===== src/rtl/adc_pkg.sv =====
// Shared ADC code types, limits and output-register state encoding for the
// block averager.
package adc_pkg;

  localparam int unsigned ADC_CODE_W = 8;

  typedef logic signed [ADC_CODE_W-1:0] adc_code_t;

  localparam adc_code_t ADC_MAX_CODE = 8'sd127;
  localparam adc_code_t ADC_MIN_CODE = -8'sd127;

  typedef enum logic {
    OUT_EMPTY = 1'b0,
    OUT_FULL  = 1'b1
  } out_state_e;

  // Half an LSB of the shifted result, so the shift rounds half toward +inf.
  function automatic int unsigned round_bias(input int unsigned log2n);
    return (log2n == 0) ? 0 : (32'd1 << (log2n - 1));
  endfunction

endpackage


===== src/rtl/adc_minmax_tracker.sv =====
// Per-block running minimum/maximum of ADC codes. The _c outputs already
// include the sample presented this cycle, so they are valid on the last sample.
module adc_minmax_tracker
  import adc_pkg::*;
(
  input  logic      clk,
  input  logic      rst,
  input  logic      start,
  input  logic      update,
  input  logic      clear,
  input  adc_code_t code,
  output adc_code_t blk_min_c,
  output adc_code_t blk_max_c
);

  adc_code_t cur_min;
  adc_code_t cur_max;

  always_comb begin
    blk_min_c = cur_min;
    blk_max_c = cur_max;
    if (start) begin
      blk_min_c = code;
      blk_max_c = code;
    end else if (update) begin
      if (code < cur_min) blk_min_c = code;
      if (code > cur_max) blk_max_c = code;
    end
  end

  always_ff @(posedge clk) begin
    if (rst || clear) begin
      cur_min <= '0;
      cur_max <= '0;
    end else if (update) begin
      cur_min <= blk_min_c;
      cur_max <= blk_max_c;
    end
  end

endmodule


===== src/rtl/adc_block_averager.sv =====
// Block averager for bipolar flash ADC codes: sums 2^LOG2_N samples and emits
// one rounded average per block through a single-entry valid/ready register.
// Define ADC_AVG_MINMAX_EN to add per-block min/max outputs.
module adc_block_averager
  import adc_pkg::*;
#(
  parameter int unsigned LOG2_N    = 2,
  parameter int unsigned OVR_CNT_W = 8
) (
  input  logic                        clk,
  input  logic                        rst,
  input  logic                        en,
  input  logic signed [ADC_CODE_W-1:0] in_code,
  input  logic                        in_valid,
  output logic signed [ADC_CODE_W-1:0] out_avg,
  output logic                        out_valid,
  input  logic                        out_ready,
`ifdef ADC_AVG_MINMAX_EN
  output logic signed [ADC_CODE_W-1:0] out_min,
  output logic signed [ADC_CODE_W-1:0] out_max,
`endif
  output logic                        overrun,
  output logic [OVR_CNT_W-1:0]        ovr_cnt,
  input  logic                        clr_ovr
);

  localparam int unsigned ACC_W = ADC_CODE_W + LOG2_N;
  localparam int unsigned SUM_W = ACC_W + 1;
  localparam int unsigned CNT_W = (LOG2_N == 0) ? 1 : LOG2_N;
  // With LOG2_N=0 the counter sits at 0 and every accepted sample completes.
  localparam logic [CNT_W-1:0]        CNT_LAST = CNT_W'((32'd1 << LOG2_N) - 32'd1);
  localparam logic signed [SUM_W-1:0] BIAS     = SUM_W'(round_bias(LOG2_N));

  out_state_e              state;
  logic signed [ACC_W-1:0] acc;
  logic [CNT_W-1:0]        cnt;

  logic                    accept_c;
  logic                    done_c;
  logic                    load_c;
  logic                    drop_c;
  logic signed [ACC_W-1:0] acc_sum_c;
  logic signed [SUM_W-1:0] rounded_c;
  adc_code_t               avg_c;

  always_comb begin
    accept_c  = in_valid && en;
    done_c    = accept_c && (cnt == CNT_LAST);
    load_c    = done_c && ((state == OUT_EMPTY) || out_ready);
    drop_c    = done_c && (state == OUT_FULL) && !out_ready;
    acc_sum_c = acc + ACC_W'(in_code);
    rounded_c = SUM_W'(acc_sum_c) + BIAS;
    avg_c     = ADC_CODE_W'(rounded_c >>> LOG2_N);
  end

  // Accumulator and sample counter; restart on completion so blocks abut.
  always_ff @(posedge clk) begin
    if (rst || !en) begin
      acc <= '0;
      cnt <= '0;
    end else if (accept_c) begin
      if (done_c) begin
        acc <= '0;
        cnt <= '0;
      end else begin
        acc <= acc_sum_c;
        cnt <= cnt + CNT_W'(1);
      end
    end
  end

  // Output register FSM plus overrun bookkeeping.
  always_ff @(posedge clk) begin
    if (rst) begin
      state     <= OUT_EMPTY;
      out_valid <= 1'b0;
      out_avg   <= '0;
      overrun   <= 1'b0;
      ovr_cnt   <= '0;
    end else begin
      case (state)
        OUT_EMPTY: begin
          if (done_c) begin
            state     <= OUT_FULL;
            out_valid <= 1'b1;
          end
        end
        OUT_FULL: begin
          if (out_ready && !done_c) begin
            state     <= OUT_EMPTY;
            out_valid <= 1'b0;
          end
        end
      endcase

      if (load_c) out_avg <= avg_c;

      // A drop in the same cycle as clr_ovr wins and counts as the first.
      if (drop_c) begin
        overrun <= 1'b1;
        if (clr_ovr)
          ovr_cnt <= OVR_CNT_W'(1);
        else if (ovr_cnt != {OVR_CNT_W{1'b1}})
          ovr_cnt <= ovr_cnt + OVR_CNT_W'(1);
      end else if (clr_ovr) begin
        overrun <= 1'b0;
        ovr_cnt <= '0;
      end
    end
  end

`ifdef ADC_AVG_MINMAX_EN
  adc_code_t blk_min_c;
  adc_code_t blk_max_c;

  adc_minmax_tracker u_minmax (
    .clk       (clk),
    .rst       (rst),
    .start     (accept_c && (cnt == '0)),
    .update    (accept_c),
    .clear     (!en),
    .code      (in_code),
    .blk_min_c (blk_min_c),
    .blk_max_c (blk_max_c)
  );

  always_ff @(posedge clk) begin
    if (rst) begin
      out_min <= '0;
      out_max <= '0;
    end else if (load_c) begin
      out_min <= blk_min_c;
      out_max <= blk_max_c;
    end
  end
`endif

endmodule


===== config.mk =====
export PLATFORM = sky130hd
export DESIGN_NAME = adc_block_averager
export DESIGN_NICKNAME = d
export VERILOG_FILES = /design/src/rtl/adc_pkg.sv /design/src/rtl/adc_minmax_tracker.sv /design/src/rtl/adc_block_averager.sv
export SDC_FILE = /design/constraint.sdc
export NUM_CORES = 1
export LEC_CHECK = 0
export CAP_MARGIN = 20
export CORE_MARGIN = 3
export CORE_UTILIZATION = 48
export DETAILED_ROUTE_END_ITERATION = 8
export GPL_ROUTABILITY_DRIVEN = 0
export PLACE_DENSITY = 0.79
export SKIP_LAST_GASP = 1
export SLEW_MARGIN = 20
export SYNTH_ARGS = -nofsm -noshare
export SYNTH_HDL_FRONTEND = slang
export SYNTH_SLANG_ARGS = --single-unit
export TNS_END_PERCENT = 20

===== constraint.sdc =====
create_clock -name clk -period 2.45 [get_ports clk]
set_clock_uncertainty 0.05 [all_clocks]
set_input_delay 0.49 -clock clk [delete_from_list [all_inputs] [get_ports clk]]
set_output_delay 0.49 -clock clk [all_outputs]
set_load 0.005 [all_outputs]

==> Word-level counts from Yosys, hierarchy flattened <==
Index checks and enable logic that the tools add are counted.
{ "classes": {"addsub": 4, "n_eq_ne": 4, "muxes": 14, "n_bitwise": 1, "reduce_logical": 15} }
{ "op_table": {"columns": ["op", "count"], "rows": [
  ["two-way mux 8 bit", 4],
  ["adder 10 x 3 -> 10 bit, second input constant", 1],
  ["adder 10 x 8 -> 10 bit", 1],
  ["two-way mux 10 bit", 1],
  ["adder 8 x 1 -> 8 bit, second input constant", 1],
  ["inequality test 8 bit, second input constant", 1],
  ["logical AND 1 bit", 6],
  ["two-way mux 1 bit", 6],
  ["one-hot mux 1 bit (2 select lines)", 2],
  ["AND reduction 2 bit", 2],
  ["nonzero test 2 bit", 2],
  ["zero test 1 bit", 3],
  ["adder 2 x 1 -> 2 bit, second input constant", 1],
  ["== test 2 bit, second input constant", 1],
  ["logical OR 1 bit", 2],
  ["two-way mux 2 bit", 1],
  ["inequality test 2 x 1 -> 1 bit, second input constant", 1],
  ["inequality test 2 bit, second input constant", 1],
  ["inverter 1 bit", 1]
]} }
{ "totals": {"reg_bits": 31} }

==> Depth between registers and ports, before layout <==
Gate-level depths: netlist of the first run.
{ "depth": {"word_depth": 6, "depth_mapped": 9} }

==> Worst setup path before layout of the first run <==
OpenSTA, ideal clock, no wires.
{ "synth_timing": {"path_kind": "input -> register", "startpoint": "input port in_code[0]", "endpoint": "register out_avg[6]", "setup_ns": 0.091, "arrival_time_ns": 2.434, "required_ns": 2.309, "setup_slack_ns": -0.125, "stages": 9, "n_path_buf": 0, "path_cell_list": "ha_1 -> inv_1 -> fa_1 -> and2b_1 -> o22ai_2 -> xnor2_4 -> nand4_2 -> or3_1 -> a311oi_1"} }
{ "synth_via": {"elab_chain_cells": 2} }
{ "synth_lines": {"columns": ["item", "line", "source"], "rows": [
  ["start: declaration", "adc_block_averager.sv:13", "input logic signed [ADC_CODE_W-1:0] in_code,"],
  ["adder 10 x 8 -> 10 bit", "adc_block_averager.sv:51", "acc_sum_c = acc + ACC_W'(in_code);"],
  ["adder 10 x 3 -> 10 bit", "adc_block_averager.sv:52", "rounded_c = SUM_W'(acc_sum_c) + BIAS;"],
  ["end signal: assignment", "adc_block_averager.sv:96", "if (load_c) out_avg <= avg_c;"],
  ["end: declaration", "adc_block_averager.sv:15", "output logic signed [ADC_CODE_W-1:0] out_avg,"]
]} }
No other way between the ends.
A chain may end at the register's enable or synchronous reset.

==> Worst setup path after layout of the first run <==
{ "layout_timing": {"startpoint": "input port in_code[4]", "endpoint": "register out_avg[5]"} }
The elaborated chain is that of the path after synthesis.

==> results of run 1 <==
-- power by group through the flow --
stage | Combinational, mW | Clock (mW) | Sequential [mW]
CTS | 0.274 | 0.528 | 0.516
detailed placement | 0.258 | 0 | 0.527
finish | 0.297 | 0.518 | 0.517
floorplan | 0.157 | 0 | 0.525
global placement | 0.251 | 0 | 0.527
global route | 0.325 | 0.548 | 0.518
-- area by class of cell --
type	count	area share (%)
multi-input combinational	174	49.1
sequential	31	21.9
timing repair buffer	72	21.8
clock buffer	6	2.90
tap	48	2.11
clock inverter	2	1.23
inverter	8	1.06
-- cell usage after synthesis (4+ instances only) --
cell type | n | area share [%]
nand2b_1 | 5 | 1.6
nor3_1 | 5 | 1.3
inv_1 | 8 | 1.5
a22oi_1 | 9 | 3.5
clkbuf_1 | 6 | 1.2
or3_1 | 4 | 1.3
xor2_1 | 6 | 2.7
a311oi_1 | 4 | 1.8
nor2_1 | 37 | 7.1
a21oi_1 | 7 | 1.8
xnor2_1 | 7 | 3.2
nand3_1 | 6 | 1.5
ha_1 | 12 | 7.7
dfxtp_1 | 31 | 32
mux2i_1 | 4 | 2.1
nand4_1 | 6 | 1.9
o21ai_0 | 7 | 1.8
nor2b_1 | 4 | 1.3
nand2_1 | 6 | 1.2
a211oi_1 | 5 | 1.9
-- routing by layer --
| metal | share of wire [%] | vias to the layer above | GRT usage, % |
|---|---|---|---|
| met1 | 45 | 897 | 26.8 |
| met4 | 1.8 | 0 | 6.81 |
| met5 | 0 | - | 0 |
| met3 | 5.3 | 9 | 4.35 |
| met2 | 48 | 46 | 33.4 |
| li1 | - | 959 | - |
-- flip-flops by register name, indices dropped and copies added (netlist names) --
signal     count
state          1
out_valid      1
overrun        1
acc           10
out_avg        8
ovr_cnt        8
cnt            2
-- worst max-delay path by stage --
stage | startpoint | end | slack (ns) | cells past startpoint
floorplan | in_code[0] | out_avg[6]$_SDFFE_PP0P_ | 0.009 | 9
global placement | in_code[0] | out_avg[6]$_SDFFE_PP0P_ | -0.54 | 10
detailed placement | in_code[0] | out_avg[5]$_SDFFE_PP0P_ | -0.59 | 10
CTS | in_code[2] | out_avg[6]$_SDFFE_PP0P_ | 0.002 | 8
global route | acc[0]$_SDFFE_PP0P_ | out_avg[6]$_SDFFE_PP0P_ | -0.02 | 9
finish | in_code[4] | out_avg[5]$_SDFFE_PP0P_ | 0.07 | 9
-- stage by stage --
stage / hold slack [ns] / util [%]
2_1_floorplan: 0.394 / -
3_3_place_gp: 0.413 / 67.4
3_5_place_dp: 0.420 / 67.4
4_1_cts: 0.424 / 72.1
5_1_grt: 0.453 / 75.4
6_report: 0.425 / 75.4
-- cells by family after synthesis --
kind of cell,share of synthesized area [%]
AND/OR/NAND/NOR,23.5
XOR/XNOR,8.11
flip-flops,31.9
adder cells (fa/ha/maj),8.75
buffers and inverters,4.31
AO/OA/AOI/OAI,21.4
multiplexers,2.06
-- timing repair --
action                     CTS  global route
buffers inserted             4             3
gates resized for setup     11            21
setup endpoints to repair    8             6
gates cloned                 0             0
pin swaps                   13            17
==> flow_summary.json, run 1 <==
{
  "drv_cap": 0,
  "slowest_stage": "clkdlybuf4s50_1",
  "routed_wl_um": 4770,
  "holdPathEnd": "out_valid$_SDFFE_PP0P_",
  "worstHoldStart": "state$_SDFF_PP0_",
  "outcome": "finished, final reports clean",
  "synth-main-ff-cell": "dfxtp_1",
  "hpwl_um": 3560,
  "p_switching_mw": 0.339,
  "dr.first_iter.drc_count": 116,
  "vias": 1911,
  "core_area_mm2": 0.00377,
  "yosysSeqAreaShare_pct": 31.9,
  "reg2reg_from": "acc[0]$_SDFFE_PP0P_",
  "layout.cells.non_filler": 341,
  "reg2reg_depth": 9,
  "die_width_um": 69.6,
  "cp.arrival_ns": 2.53,
  "clock_latency_ns": 0.28,
  "rsz0062_at_grt": "yes",
  "fmax_ghz": 0.421,
  "grt_max_degree": 16,
  "fin_setup_tns_ns": 0,
  "grt_use_total_pct": 20.5,
  "p_leak_nw": 1.14,
  "drt_pass1_iterations": 4,
  "required_ns": 2.60,
  "antenna_found_initial": 0,
  "cts_sinks": 31,
  "placedCellCount": 326,
  "wl_per_cell_um": 14.0,
  "hold_buffers": 0,
  "clock_path_buffers": 2,
  "timing.rr.end": "out_avg[6]$_SDFFE_PP0P_",
  "ir_drop_mv": 0.348,
  "io_pins": 32,
  "cts_buffers": 5,
  "grt-ovfl-total": 0,
  "multi_input_area_mm2": 0.00140,
  "path_cells": "clkdlybuf4s50_1 > ha_4 > nand4_1 > nor3_1 > buf_4 > nor2_1 > xnor2_2 > or3_1 > a311oi_2",
  "synth.avg_cell_area_um2": 8.72,
  "setup_ws_ns": 0.0720,
  "hold-path-cell-count": 1,
  "worst_slew_pin_slew_ns": 0.464,
  "dp_slack_ns": -0.587,
  "startpoint_type": "input port",
  "viasPerCell": 5.60,
  "slew_violations": 0,
  "setup_viol": 0,
  "totalPowerFinal_mw": 1.33,
  "relSlewSlack_pct": 68.6,
  "synthCells": 223,
  "drive_gt1_share_pct": 27.0,
  "n_antenna_cell": 0,
  "async_flop_share_pct": 0,
  "rows": 22,
  "syn_to_final_growth_pct": 46.3,
  "crit_path_max_fanout": 7,
  "synth_cell_types": 55,
  "die_y_um": 69.6,
  "nets": 319,
  "ant_nets": 0,
  "worst-setup-path-type": "in2reg",
  "place_area_mm2": 0.00254,
  "layout_common_cells": "41 x buf_4, 37 x nor2_1, 30 x dfxtp_1, 26 x clkdlybuf4s50_1, 9 x a22oi_1",
  "synth_edf_count": 0,
  "p_per_area_mw_per_mm2": 469,
  "crit_path_max_incr_delay_ns": 0.45,
  "clkPwrFrac_pct": 38.9,
  "drc": 0,
  "cts_tree": "done",
  "cts-root-buf": "clkbuf_8",
  "cp_num_buf_inv": 2,
  "cts.clk_slew.worst_paths_ns": 0.06,
  "initial_core_util_pct": 51.6,
  "reg2reg_setup_slack_ns": 0.08,
  "synth_nets": 250,
  "ys_ff_latch": 31,
  "min_path_type": "reg2reg",
  "p_int_mw": 0.994,
  "grt_pass1_wl_um": 8160,
  "htree_levels": 2,
  "synth_area_mm2": 0.00194,
  "regArea_um2": 622,
  "ys_warn_count": 0,
  "cp_top_family": "simple AND/OR/NAND/NOR gates",
  "layout_commonest_cell": "buf_4",
  "period_share_pct": 97.1,
  "worstSetupEndpointType": "register",
  "combPwrFrac_pct": 22.3,
  "seqPwrFrac_pct": 38.8,
  "finalHoldViolCount": 0,
  "period_needed_ns": 2.38,
  "design.die.area_mm2": 0.00485,
  "grt_pass1_vias": 1823,
  "swShare_pct": 25.4,
  "final_area_mm2": 0.00285,
  "nFillCells": 267,
  "port-buffer-count": 31
}
Power figures use the tool's default switching activity.
==> run 2: changes to the inputs <==
--- a/config.mk
+++ b/config.mk
@@ -10,6 +10,7 @@
 export CORE_UTILIZATION = 48
 export DETAILED_ROUTE_END_ITERATION = 8
 export GPL_ROUTABILITY_DRIVEN = 0
+export GPL_TIMING_DRIVEN = 0
 export PLACE_DENSITY = 0.79
 export SKIP_LAST_GASP = 1
 export SLEW_MARGIN = 20
==> flow_summary.json, run 2 (same netlist as run 1, synthesis figures left out) <==
{
  "slew_violations": 0,
  "initial_core_util_pct": 51.6,
  "layout_commonest_cell": "nor2_1",
  "min_path_type": "reg2reg",
  "final_area_mm2": 0.00278,
  "cp.arrival_ns": 2.52,
  "port-buffer-count": 31,
  "largest-register": "acc",
  "outcome": "finished, final reports clean",
  "grt_use_total_pct": 20.1,
  "place_area_mm2": 0.00234,
  "die_width_um": 69.6,
  "rows": 22,
  "wl_per_cell_um": 15.7,
  "slowest_stage": "dfxtp_2",
  "layout_common_cells": "37 x nor2_1, 29 x dfxtp_1, 23 x clkdlybuf4s50_1, 17 x buf_4, 9 x a22oi_1",
  "hpwl_um": 3280,
  "vias": 1880,
  "grt-ovfl-total": 0,
  "nFillCells": 255,
  "io_pins": 32,
  "swShare_pct": 29.6,
  "required_ns": 2.60,
  "grt_pass1_wl_um": 7950,
  "worstSetupEndpointType": "register",
  "nets": 305,
  "relSlewSlack_pct": 67.3,
  "rsz0062_at_grt": "yes",
  "core_area_mm2": 0.00377,
  "antenna_found_initial": 0,
  "crit_path_max_incr_delay_ns": 0.34,
  "setup_viol": 0,
  "drt_pass1_iterations": 4,
  "grt_pass1_vias": 1725,
  "p_leak_nw": 1.07,
  "clock_path_buffers": 2,
  "fmax_ghz": 0.421,
  "placedCellCount": 302,
  "cts_sinks": 31,
  "startpoint_type": "register",
  "worst-setup-path-type": "reg2reg",
  "cts_tree": "done",
  "p_int_mw": 0.854,
  "cts.clk_slew.worst_paths_ns": 0.07,
  "clock_latency_ns": 0.29,
  "htree_levels": 2,
  "drive_gt1_share_pct": 25.4,
  "largest_reg_flops": 10,
  "reg_top3": "acc (10), out_avg (8), ovr_cnt (8)",
  "clkPwrFrac_pct": 32.1,
  "syn_to_final_growth_pct": 43.2,
  "p_switching_mw": 0.359,
  "design.die.area_mm2": 0.00485,
  "cts-root-buf": "clkbuf_8",
  "finalHoldViolCount": 0,
  "ant_nets": 0,
  "period_needed_ns": 2.37,
  "drv_cap": 0,
  "seqPwrFrac_pct": 42.7,
  "grt_max_degree": 11,
  "dr.first_iter.drc_count": 121,
  "worst_slew_pin_slew_ns": 0.489,
  "viasPerCell": 5.75,
  "cts_buffers": 5,
  "p_per_area_mw_per_mm2": 436,
  "drc": 0,
  "n_antenna_cell": 0,
  "crit_path_max_fanout": 4,
  "combPwrFrac_pct": 25.2,
  "die_y_um": 69.6,
  "layout.cells.non_filler": 327,
  "path_cells": "ha_4 > inv_2 > fa_2 > and2b_4 > o22ai_4 > xnor2_4 > buf_4 > and4_2 > and4_1 > o32ai_2",
  "ir_drop_mv": 0.415,
  "routed_wl_um": 5150,
  "period_share_pct": 96.9
}
run 2: cell count changes in the layout (fill, tap and decap cells not counted), sizes merged:
cell	before	now
buf	41	23
bufinv	1	0
clkbuf	7	11
clkdlybuf4s50	26	23
clkinv	1	3
dlygate4sd2	1	3
run 2: final cells by class:
class	count	area (µm²)	share of cell area (%)
multi-input combinational	174	1480	53.0
sequential	31	623	22.4
timing repair buffer	49	443	15.9
clock buffer	5	68.8	2.47
buffer	9	68.8	2.47
tap	48	60.1	2.16
inverter	8	30.0	1.08
clock inverter	3	15.0	0.539
run 2: power groups by stage:
stage               Combinational (mW)  Clock (mW)  Sequential, mW
floorplan                        0.157           0           0.525
global placement                 0.211           0           0.527
detailed placement               0.216           0           0.527
CTS                              0.259       0.393           0.516
global route                     0.330       0.421           0.518
finish                           0.306       0.389           0.518
run 2: through the flow:
stage / hold slack [ns] / util [%] / TNS (ns) / worst slack [ns] / power [mW]
6_report: 0.440 / 73.8 / 0 / 0.0759 / 1.21
5_1_grt: 0.468 / 73.8 / -0.0860 / -0.0449 / 1.27
4_1_cts: 0.443 / 69.7 / -0.00274 / -0.00274 / 1.17
3_5_place_dp: 0.434 / 62.0 / -4.85 / -0.692 / 0.742
3_3_place_gp: 0.413 / 62.0 / -4.28 / -0.653 / 0.737
2_1_floorplan: 0.394 / - / 0 / 0.00923 / 0.682
run 2: final timing paths:
check,start,endpoint,slack (ns),cells after the start
max,acc[0]$_SDFFE_PP0P_,out_avg[7]$_SDFFE_PP0P_,0.08,10
min,state$_SDFF_PP0_,out_valid$_SDFFE_PP0P_,0.44,1
max reg2reg,acc[0]$_SDFFE_PP0P_,out_avg[7]$_SDFFE_PP0P_,0.08,10
min reg2reg,state$_SDFF_PP0_,out_valid$_SDFFE_PP0P_,0.44,1
run 2: what timing repair did:
| action | in CTS | in global routing |
|---|---|---|
| pin swaps | 18 | 21 |
| hold buffers | 0 | 0 |
| setup buffers | 13 | 4 |
| gates resized for setup | 29 | 29 |
| setup endpoints to repair | 7 | 6 |
| cloned | 0 | 1 |
run 2: routing by layer:
metal / GRT usage (%) / wire, µm / part of all wire, % / vias up
met3: 4.20 / 254 / 4.9 / 8
met2: 33.1 / 2620 / 51 / 51
met1: 25.6 / 2190 / 43 / 887
li1: - / - / - / 934
met5: 0 / 0 / 0 / -
met4: 8.09 / 80 / 1.6 / 0
run 2: critical path: cells and delay by family (launching register included):
kind	cells	cell delay, ns
DFF	1	0.34
xor gates and xnor gates	1	0.16
buffers and inverters	2	0.18
and+or+nand+nor	3	0.71
AOI/OAI and AO/OA	2	0.37
adders and majority gates	2	0.46
==> run 3: changes to the inputs <==
--- a/config.mk
+++ b/config.mk
@@ -6,13 +6,12 @@
 export NUM_CORES = 1
 export LEC_CHECK = 0
 export CAP_MARGIN = 20
-export CORE_MARGIN = 3
 export CORE_UTILIZATION = 48
+export CTS_CLUSTER_DIAMETER = 100
 export DETAILED_ROUTE_END_ITERATION = 8
 export GPL_ROUTABILITY_DRIVEN = 0
 export GPL_TIMING_DRIVEN = 0
 export PLACE_DENSITY = 0.79
-export SKIP_LAST_GASP = 1
 export SLEW_MARGIN = 20
 export SYNTH_ARGS = -nofsm -noshare
 export SYNTH_HDL_FRONTEND = slang
==> flow_summary.json, run 3 (same netlist as run 1, synthesis figures left out) <==
{
  "worst_slew_pin_slew_ns": 0.472,
  "period_share_pct": 104,
  "layout_commonest_cell": "nor2_1",
  "p_int_mw": 0.913,
  "core_area_mm2": 0.00377,
  "largest_reg_flops": 10,
  "wl_per_cell_um": 15.5,
  "die_width_um": 65.6,
  "p_leak_nw": 1.05,
  "cts_tree": "done",
  "rows": 22,
  "cts-root-buf": "clkbuf_8",
  "ant_nets": 0,
  "path_cells": "clkdlybuf4s50_1 > ha_1 > buf_6 > o21a_1 > a22oi_4 > nand4_1 > or3_1 > a311oi_1",
  "whs_ns": 0.443,
  "syn_to_final_growth_pct": 43.3,
  "drv_cap": 0,
  "relSlewSlack_pct": 68.6,
  "routed_wl_um": 5090,
  "ir_drop_mv": 0.309,
  "cp_num_buf_inv": 2,
  "grtUsageMet3_pct": 6.08,
  "drc": 0,
  "crit_path_max_incr_delay_ns": 0.41,
  "grt_pass1_vias": 1749,
  "grt_use_total_pct": 24.1,
  "cts_sinks": 31,
  "grt_use_met1_pct": 30.5,
  "largest-register": "acc",
  "busiest_layer": "met2",
  "hold_buffers": 0,
  "fmax_ghz": 0.392,
  "hpwl_um": 3200,
  "slew_violations": 0,
  "setup_viol": 1,
  "cp.arrival_ns": 2.69,
  "cts.clk_slew.worst_paths_ns": 0.06,
  "setup_ws_ns": -0.104,
  "grt_pass1_wl_um": 7980,
  "crit_path_max_fanout": 9,
  "cts_buffers": 5,
  "n_antenna_cell": 0,
  "min_path_type": "reg2reg",
  "seqPwrFrac_pct": 40.7,
  "initial_core_util_pct": 51.6,
  "antenna_found_initial": 0,
  "totalPowerFinal_mw": 1.27,
  "layout_common_cells": "37 x nor2_1, 29 x dfxtp_1, 25 x clkdlybuf4s50_1, 20 x buf_4, 9 x a22oi_1",
  "nets": 307,
  "p_switching_mw": 0.356,
  "finalHoldViolCount": 0,
  "worstSetupEndpointType": "register",
  "use_met2_pct": 39.5,
  "rsz0062_at_grt": "yes",
  "swShare_pct": 28.0,
  "slowest_stage": "clkdlybuf4s50_1",
  "viasPerCell": 5.78,
  "design.die.area_mm2": 0.00431,
  "reg_top3": "acc (10), out_avg (8), ovr_cnt (8)",
  "die_y_um": 65.6,
  "period_needed_ns": 2.55,
  "startpoint_type": "input port",
  "clkPwrFrac_pct": 35.4,
  "violations": "negative setup slack",
  "vias": 1901,
  "port-buffer-count": 31,
  "required_ns": 2.59,
  "combPwrFrac_pct": 23.9,
  "p_per_area_mw_per_mm2": 455,
  "clock_path_buffers": 2,
  "htree_levels": 2,
  "outcome": "complete, but fails checks",
  "clock_latency_ns": 0.28,
  "io_pins": 32,
  "cp_top_family": "compound AO/OA/AOI/OAI gates",
  "worst-setup-path-type": "in2reg",
  "grt_max_degree": 11,
  "nFillCells": 259,
  "grt-ovfl-total": 0,
  "drt_pass1_iterations": 4,
  "dr.first_iter.drc_count": 94,
  "drive_gt1_share_pct": 25.3
}
-- run 3: final timing paths --
| check | from | end | slack [ns] | cells after the start |
|---|---|---|---|---|
| worst min-delay path | state$_SDFF_PP0_ | out_valid$_SDFFE_PP0P_ | 0.44 | 1 |
| worst max-delay path | in_code[4] | out_avg[5]$_SDFFE_PP0P_ | -0.10 | 8 |
| worst min register to register | state$_SDFF_PP0_ | out_valid$_SDFFE_PP0P_ | 0.44 | 1 |
| worst max register to register | acc[0]$_SDFFE_PP0P_ | out_avg[5]$_SDFFE_PP0P_ | -0.09 | 9 |
-- run 3: timing repair --
| action | CTS | global route |
|---|---|---|
| resized for setup | 31 | 22 |
| setup endpoints to repair | 7 | 6 |
| buffers inserted | 14 | 6 |
| pin swaps | 17 | 15 |
-- run 3: through the flow --
stage / cell area, µm² / std cells / utilization, % / setup TNS (ns) / worst slack, ns
after CTS: 2650 / 323 / 70.2 / 0 / 0.000635
final: 2790 / 329 / 73.9 / -0.104 / -0.104
after floorplan: 1970 / 223 / - / 0 / 0.00923
after global routing: 2790 / 329 / 73.9 / -0.266 / -0.157
after detailed placement: 2340 / 302 / 62.0 / -4.96 / -0.693
after global placement: 2340 / 302 / 62.0 / -4.30 / -0.654
-- run 3: power by group through the flow --
stage	logic (mW)	clock network (mW)	registers [mW]
after floorplan	0.157	0	0.525
after global placement	0.210	0	0.527
after detailed placement	0.217	0	0.527
after CTS	0.262	0.453	0.516
after global routing	0.327	0.478	0.517
final	0.303	0.449	0.517
-- run 3: final cells by class --
cell class | instances | area [µm²] | share of cell area [%]
clock buffers | 8 | 100 | 3.59
flip-flops and latches | 31 | 623 | 22.4
multi-input cells | 174 | 1460 | 52.4
plain buffers | 9 | 67.6 | 2.42
repair buffers | 51 | 445 | 16.0
inverters | 8 | 30.0 | 1.08
well taps | 48 | 60.1 | 2.16
-- run 3: per-layer routing --
layer | wire, µm | vias up | share of wire [%]
met4 | 112 | 0 | 2.2
met2 | 2580 | 44 | 51
met5 | 0 | - | 0
met3 | 180 | 9 | 3.5
met1 | 2220 | 919 | 44
li1 | - | 929 | -
